--- src/rtl/scan_cfg_loader.sv ---
// Scan-chain configuration loader: streams host words MSB-first into one scan chain
// and returns the chain's previous contents as readback words.
module scan_cfg_loader #(
    parameter int unsigned CHAIN_LEN = 8,
    parameter int unsigned WORD_W    = 8
) (
    input  logic              scan_clk,
    input  logic              rst_n,
    input  logic              start,
    input  logic              abort,
    input  logic              cfg_valid,
    output logic              cfg_ready,
    input  logic [WORD_W-1:0] cfg_data,
    output logic              scan_en,
    output logic              scan_in,
    input  logic              scan_out,
    output logic              rb_valid,
    output logic [WORD_W-1:0] rb_data,
    output logic              busy,
    output logic              done
);
    localparam int unsigned CntW = $clog2(CHAIN_LEN + 1);
    localparam int unsigned WbW  = $clog2(WORD_W + 1);

    localparam logic [1:0] StIdle  = 2'd0;
    localparam logic [1:0] StFetch = 2'd1;
    localparam logic [1:0] StShift = 2'd2;
    localparam logic [1:0] StDone  = 2'd3;

    logic [1:0]        state_q, state_d;
    logic [CntW-1:0]   bit_cnt_q, bit_cnt_d;
    logic [WbW-1:0]    word_bits_q, word_bits_d;
    logic [WORD_W-1:0] sreg_q, sreg_d;
    logic [WbW-1:0]    rb_idx_q, rb_idx_d;
    logic [WORD_W-1:0] rb_word_q, rb_word_d;
    logic              rb_valid_q, rb_valid_d;
    logic [WORD_W-1:0] rb_data_q, rb_data_d;
    logic [CntW-1:0]   remaining;
    logic [WbW-1:0]    take_bits;
    logic [WORD_W-1:0] rb_bit, rb_cur;

    // Outputs are decoded from registered state only, so reset clears them at once.
    assign cfg_ready = (state_q == StFetch) && !abort;
    assign scan_en   = (state_q == StShift);
    assign scan_in   = (state_q == StShift) && sreg_q[WORD_W-1];
    assign busy      = (state_q != StIdle);
    assign done      = (state_q == StDone);
    assign rb_valid  = rb_valid_q;
    assign rb_data   = rb_data_q;

    always_comb begin
        remaining = CntW'(CHAIN_LEN) - bit_cnt_q;
        if (32'(remaining) >= WORD_W) begin
            take_bits = WbW'(WORD_W);
        end else begin
            take_bits = WbW'(remaining);
        end
    end

    // Readback bits fill from the MSB down so a short final word ends up left-aligned.
    always_comb begin
        rb_bit             = '0;
        rb_bit[WORD_W-1]   = scan_out;
        rb_cur             = rb_word_q | (rb_bit >> rb_idx_q);
    end

    always_comb begin
        state_d     = state_q;
        bit_cnt_d   = bit_cnt_q;
        word_bits_d = word_bits_q;
        sreg_d      = sreg_q;
        rb_idx_d    = rb_idx_q;
        rb_word_d   = rb_word_q;
        rb_valid_d  = 1'b0;
        rb_data_d   = rb_data_q;

        if (abort && (state_q != StIdle)) begin
            state_d     = StIdle;
            bit_cnt_d   = '0;
            word_bits_d = '0;
            sreg_d      = '0;
            rb_idx_d    = '0;
            rb_word_d   = '0;
        end else begin
            unique case (state_q)
                StIdle: begin
                    bit_cnt_d = '0;
                    if (start && !abort) begin
                        state_d = StFetch;
                    end
                end
                StFetch: begin
                    if (cfg_valid) begin
                        sreg_d      = cfg_data;
                        word_bits_d = take_bits;
                        state_d     = StShift;
                    end
                end
                StShift: begin
                    sreg_d      = sreg_q << 1;
                    bit_cnt_d   = bit_cnt_q + CntW'(1);
                    word_bits_d = word_bits_q - WbW'(1);
                    if (word_bits_q == WbW'(1)) begin
                        rb_valid_d = 1'b1;
                        rb_data_d  = rb_cur;
                        rb_word_d  = '0;
                        rb_idx_d   = '0;
                        state_d    = (bit_cnt_d == CntW'(CHAIN_LEN)) ? StDone : StFetch;
                    end else begin
                        rb_word_d = rb_cur;
                        rb_idx_d  = rb_idx_q + WbW'(1);
                    end
                end
                StDone: begin
                    state_d = StIdle;
                end
                default: begin
                    state_d = StIdle;
                end
            endcase
        end
    end

    always_ff @(posedge scan_clk or negedge rst_n) begin
        if (!rst_n) begin
            state_q     <= StIdle;
            bit_cnt_q   <= '0;
            word_bits_q <= '0;
            sreg_q      <= '0;
            rb_idx_q    <= '0;
            rb_word_q   <= '0;
            rb_valid_q  <= 1'b0;
            rb_data_q   <= '0;
        end else begin
            state_q     <= state_d;
            bit_cnt_q   <= bit_cnt_d;
            word_bits_q <= word_bits_d;
            sreg_q      <= sreg_d;
            rb_idx_q    <= rb_idx_d;
            rb_word_q   <= rb_word_d;
            rb_valid_q  <= rb_valid_d;
            rb_data_q   <= rb_data_d;
        end
    end

endmodule

--- config.mk ---
export PLATFORM = sky130hd
export DESIGN_NAME = scan_cfg_loader
export DESIGN_NICKNAME = d
export VERILOG_FILES = /design/src/rtl/scan_cfg_loader.sv
export SDC_FILE = /design/constraint.sdc
export NUM_CORES = 1
export LEC_CHECK = 0
export BUFFER_PORTS_ARGS = -buffer_cell sky130_fd_sc_hd__clkbuf_2
export CAP_MARGIN = 40
export CORE_ASPECT_RATIO = 0.75
export CORE_MARGIN = 4
export CORE_UTILIZATION = 56
export CTS_CLUSTER_DIAMETER = 120
export DETAILED_ROUTE_END_ITERATION = 8
export PLACE_DENSITY = 0.86
export SLEW_MARGIN = 20
export SYNTH_ARGS = -nofsm -noshare
export SYNTH_HDL_FRONTEND = slang
export SYNTH_SLANG_ARGS = --single-unit
--- constraint.sdc ---
create_clock -name scan_clk -period 2.3 [get_ports scan_clk]
set_clock_uncertainty 0.15 [all_clocks]
set_input_delay 0.46 -clock scan_clk [delete_from_list [all_inputs] [get_ports scan_clk]]
set_output_delay 0.46 -clock scan_clk [all_outputs]
set_load 0.03 [all_outputs]
Word level (Yosys, flattened, before mapping)
Cells that the tools add are included.
{"block": "word_totals", "register_bits": 39, "latchBits": 0, "ramBits": 0, "mem_bits_ro": 0, "inputBits": 14, "output_inout_bits": 14, "wordCells": 61, "memories": 0}
{"block": "op_classes", "add_sub_neg": 4, "mul": 0, "n_div": 0, "order_cmp": 1, "n_eq_ne": 8, "shifts": 1, "mux": 24, "n_bitwise": 2, "reduce_logical": 13}
{"cell": "8-bit two-way mux", "n": 5}
{"cell": "4-bit two-way mux", "n": 7}
{"cell": "4-bit one-hot mux with 2 select lines", "n": 2}
{"cell": "8-bit one-hot mux with 2 select lines", "n": 1}
{"cell": "2-bit two-way mux", "n": 5}
{"cell": "4-bit by 1-bit adder with 4-bit output (second input constant)", "n": 2}
{"cell": "8-bit OR", "n": 1}
{"cell": "2-bit one-hot mux with 4 select lines", "n": 1}
{"cell": "8-bit by 4-bit right shift with 8-bit output", "n": 1}
{"cell": "3-bit AND reduction", "n": 2}
{"cell": "3-bit nonzero test", "n": 2}
{"cell": "2-bit equality test (second input constant)", "n": 2}
{"cell": "4-bit by 1-bit equality test with 1-bit output (second input constant)", "n": 1}
{"cell": "4-bit equality test (second input constant)", "n": 1}
{"cell": "4-bit >= comparator (second input constant)", "n": 1}
{"cell": "1-bit logical AND", "n": 4}
{"cell": "2-bit nonzero test", "n": 2}
{"cell": "4-bit by 1-bit subtractor with 4-bit output (second input constant)", "n": 1}
{"cell": "4-bit subtractor (first input constant)", "n": 1}
{"cell": "1-bit two-way mux", "n": 3}
{"cell": "3-bit by 1-bit inequality test with 1-bit output (second input constant)", "n": 1}
{"cell": "3-bit by 2-bit inequality test with 1-bit output (second input constant)", "n": 1}
{"cell": "3-bit inequality test (second input constant)", "n": 1}
{"cell": "2-bit by 1-bit equality test with 1-bit output (second input constant)", "n": 1}
{"cell": "4 further kinds", "n": 4}

Logic depth before layout (Yosys ltp)
{"block": "logic_depth", "ltp_word": 6, "mapped_depth": 7, "mapped_depth_nobuf": 6}

Least setup slack after synthesis
OpenSTA, ideal clock, no wires.
{"block": "synth_timing", "path_type": "register to output", "startpoint": "register state_q[0]", "endpoint": "output scan_in", "t_arrival_ns": 1.662, "required_time_ns": 1.690, "setup_slack_ns": 0.028, "path_stages_with_launch": 5, "path_buffers": 1, "path_cell_list": "dfrtp_1 inv_1 ha_1 buf_1 and2_1"}
{"block": "synth_between", "elab_chain_cells": 2}
{"item": "start: declaration", "line": "30", "source": "logic [1:0] state_q, state_d;"}
{"item": "start signal: assignment", "line": "126", "source": "state_q <= StIdle;"}
{"item": "start signal: assignment", "line": "135", "source": "state_q <= state_d;"}
{"item": "2-bit equality test"}
{"item": "net scan_en", "line": "14", "source": "output logic scan_en,"}
{"item": "1-bit logical AND", "line": "45", "source": "assign scan_in = (state_q == StShift) && sreg_q[WORD_W-1];"}
{"item": "end: declaration", "line": "15", "source": "output logic scan_in,"}
The timed path passes the listed nets, and every way through them passes these cells.

Worst setup path after layout
{"block": "layout_timing", "startpoint": "register state_q[0]", "endpoint": "output busy"}
{"block": "layout_between", "elab_chain_cells": 1}
{"item": "2-bit nonzero test", "line": "46", "source": "assign busy = (state_q != StIdle);"}
{"item": "end: declaration", "line": "19", "source": "output logic busy,"}
Every way passes these cells.

==> results_dict.tcl <==
set metrics [dict create \
    status "complete, no violations" \
    synth_area_per_cell_um2 9.763 \
    p_leak_uw 0.001083 \
    synth.distinct_cells 46 \
    ys_ff_latch 39 \
    worstPathRequired_ps 1690 \
    numCtsBuffers 5 \
    muxShareOfSynthArea 0.04683 \
    coreArea_um2 3378 \
    synth_warnings 0 \
    num_antenna_cells 0 \
    vias 1606 \
    overflow 0 \
    use_met1 0.2644 \
    setup_tns_ps 0 \
    fin_util 0.6796 \
    grtUsageMet3 0.05422 \
    clock-sinks 39 \
    start_kind "flip-flop" \
    port_buffers 27 \
    clockBufferDepth 2 \
    synth_top_family_by_area "simple AND/OR/NAND/NOR gates" \
    globalRoute.busiestLayer "met2" \
    syn_nets 232 \
    routed_wl_um 4156 \
    io_pins 28 \
    synth-compound-area-share 0.1731 \
    endpoint_kind "primary output" \
    crit_arrival_ps 1500 \
    final_common_cell "dfrtp_1" \
    htreeDepth 2 \
    start_util 0.6011 \
    clkLatencyLatePin_ps 290 \
    cp_max_fo 7 \
    synth_flop_cell "dfrtp_1" \
    hold_viol 0 \
    drive_above_1_share 0.2050 \
    firstDrtPassIters 4 \
    max_freq_mhz 473.1 \
    min_period_ps 2114 \
    mostFrequentLayoutCells "39 x dfrtp_1, 27 x nand2_1, 27 x clkbuf_2" \
    grt_pass1_wl_um 7176 \
    fp.dieW_um 77.54 \
    finalMaxSlewViolations 0 \
    rsz0062_at_grt "false" \
    dpl.hpwl_um 3012 \
    antenna_found_initial 0 \
    synthArstFlopShare 1.000 \
    synthAdderAreaFrac 0.06161 \
    cts_tree "built" \
    hold_ws_ps 58.71 \
    setup-violations-final 0 \
    regArea_um2 975.9 \
    drt_iter0_markers 150 \
    worstSetupPathType "reg -> out" \
    synth_area_um2 2031 \
    nets 262 \
    yosysSeqAreaShare 0.4806 \
    timing.final.crit_share 0.9190 \
    path_clk_slew_ps 80 \
    grt_max_degree 40 \
    root_buffer "clkbuf_8" \
    dieHeight_um 60.15 \
    synth_edf_count 0 \
    die-area_um2 4664 \
    drc_errors 0 \
    ir_drop_uv 646.0 \
    hold_class "in -> async" \
    maxCapViolCount 0 \
    viasPerCell 5.756 \
    synthSimpleGateAreaFrac 0.1830 \
    n_fill_cell 283 \
    power_density_nw_per_um2 1277 \
    num_rows 18 \
    areaGrowthSynthToFinish_pct 13.06 \
    holdBufCountCts 0 \
    multi_input_area_um2 978.4 \
    tightest_slew_ps 540.5 \
    use_met2 0.3161 \
    grt_pass1_vias 1548 \
    post_cts_buffers 0 \
    slew_headroom 0.6396 \
    routedWlPerCell_um 14.90 \
    routabilityCongestion 0.8641 \
    drtAntennaViolNets 0 \
    synth_xor_area_frac 0.01725 \
    grt_use_total 0.1980 \
    cts.repair.resized 0 \
    synth_cells 208 \
    power.total_uw 2931 \
]
==> cells in the mapped netlist, types with 4 or more instances <==
library cell / n / area share
a21oi_1: 17 / 0.042
a31oi_1: 5 / 0.015
buf_2: 4 / 0.0099
dfrtp_1: 39 / 0.48
ha_1: 10 / 0.062
inv_1: 10 / 0.018
mux2i_1: 7 / 0.035
nand2_1: 27 / 0.050
nand3_1: 5 / 0.012
nor2_1: 11 / 0.020
o21ai_0: 13 / 0.032
o21ai_1: 12 / 0.030
==> per-stage QoR <==
stage,setup slack [ps],cell area [um2],std cells
2_1_floorplan,27.95,2031,208
3_3_place_gp,460.8,2207,271
3_5_place_dp,362.7,2207,271
4_1_cts,172.6,2296,279
5_1_grt,102.8,2296,279
6_report,186.3,2296,279
==> worst max-delay path, stage by stage, from the launching register on <==
cell and delay [ps]:
dfrtp_1 500, inv_1 110, ha_1 290, inv_1 110, clkbuf_2 210
==> cell type report <==
class / count / area share
Clock buffer: 5 / 0.02997
Clock inverter: 3 / 0.008719
Inverter: 10 / 0.01635
Multi-Input combinational cell: 151 / 0.4262
Sequential cell: 39 / 0.4251
Tap cell: 40 / 0.02180
Timing Repair Buffer: 31 / 0.07193
==> logic make-up after synthesis <==
family                   Yosys count
flip-flops                        39
AO/OA/AOI/OAI                     60
buffers and inverters             18
AND/OR/NAND/NOR                   68
multiplexers                       9
adder cells (fa/ha/maj)           10
XOR/XNOR                           4
==> report_power, final <==
group          total (uW)  internal (uW)  switching, uW  leakage [uW]
combinational        1350            506            845      0.000519
clock                 459            211            248     0.0000402
sequential           1120            898            223      0.000523
total                2930           1620           1320       0.00108
==> flip-flops by register name, indices dropped and copies added, names as in the netlist <==
register     cells
rb_data          8
rb_idx_q         4
word_bits_q      4
bit_cnt_q        4
rb_word_q        8
sreg_q           8
rb_valid         1
state_q          2
==> layer usage <==
metal  share of wire  vias up  wire length, um
met2            0.46       39             1900
met5               0        -                0
met3           0.064        5              265
met1            0.47      764             1958
met4          0.0077        0               32
li1                -      798                -
==> worst paths after layout <==
| kind | startpoint | end | slack, ps | cells after the start |
|---|---|---|---|---|
| max | state_q[0] | busy | 190 | 4 |
| min | rst_n | sreg_q[7] | 60 | 2 |
| max reg2reg | state_q[0] | sreg_q[3] | 340 | 6 |
| min reg2reg | rb_data[6] | rb_data[6] | 340 | 2 |
| max in group asynchronous | rst_n | rb_word_q[3] | 1600 | 2 |
| min in group scan_clk | cfg_data[0] | sreg_q[0] | 260 | 3 |
Power figures use the tool's default switching activity.
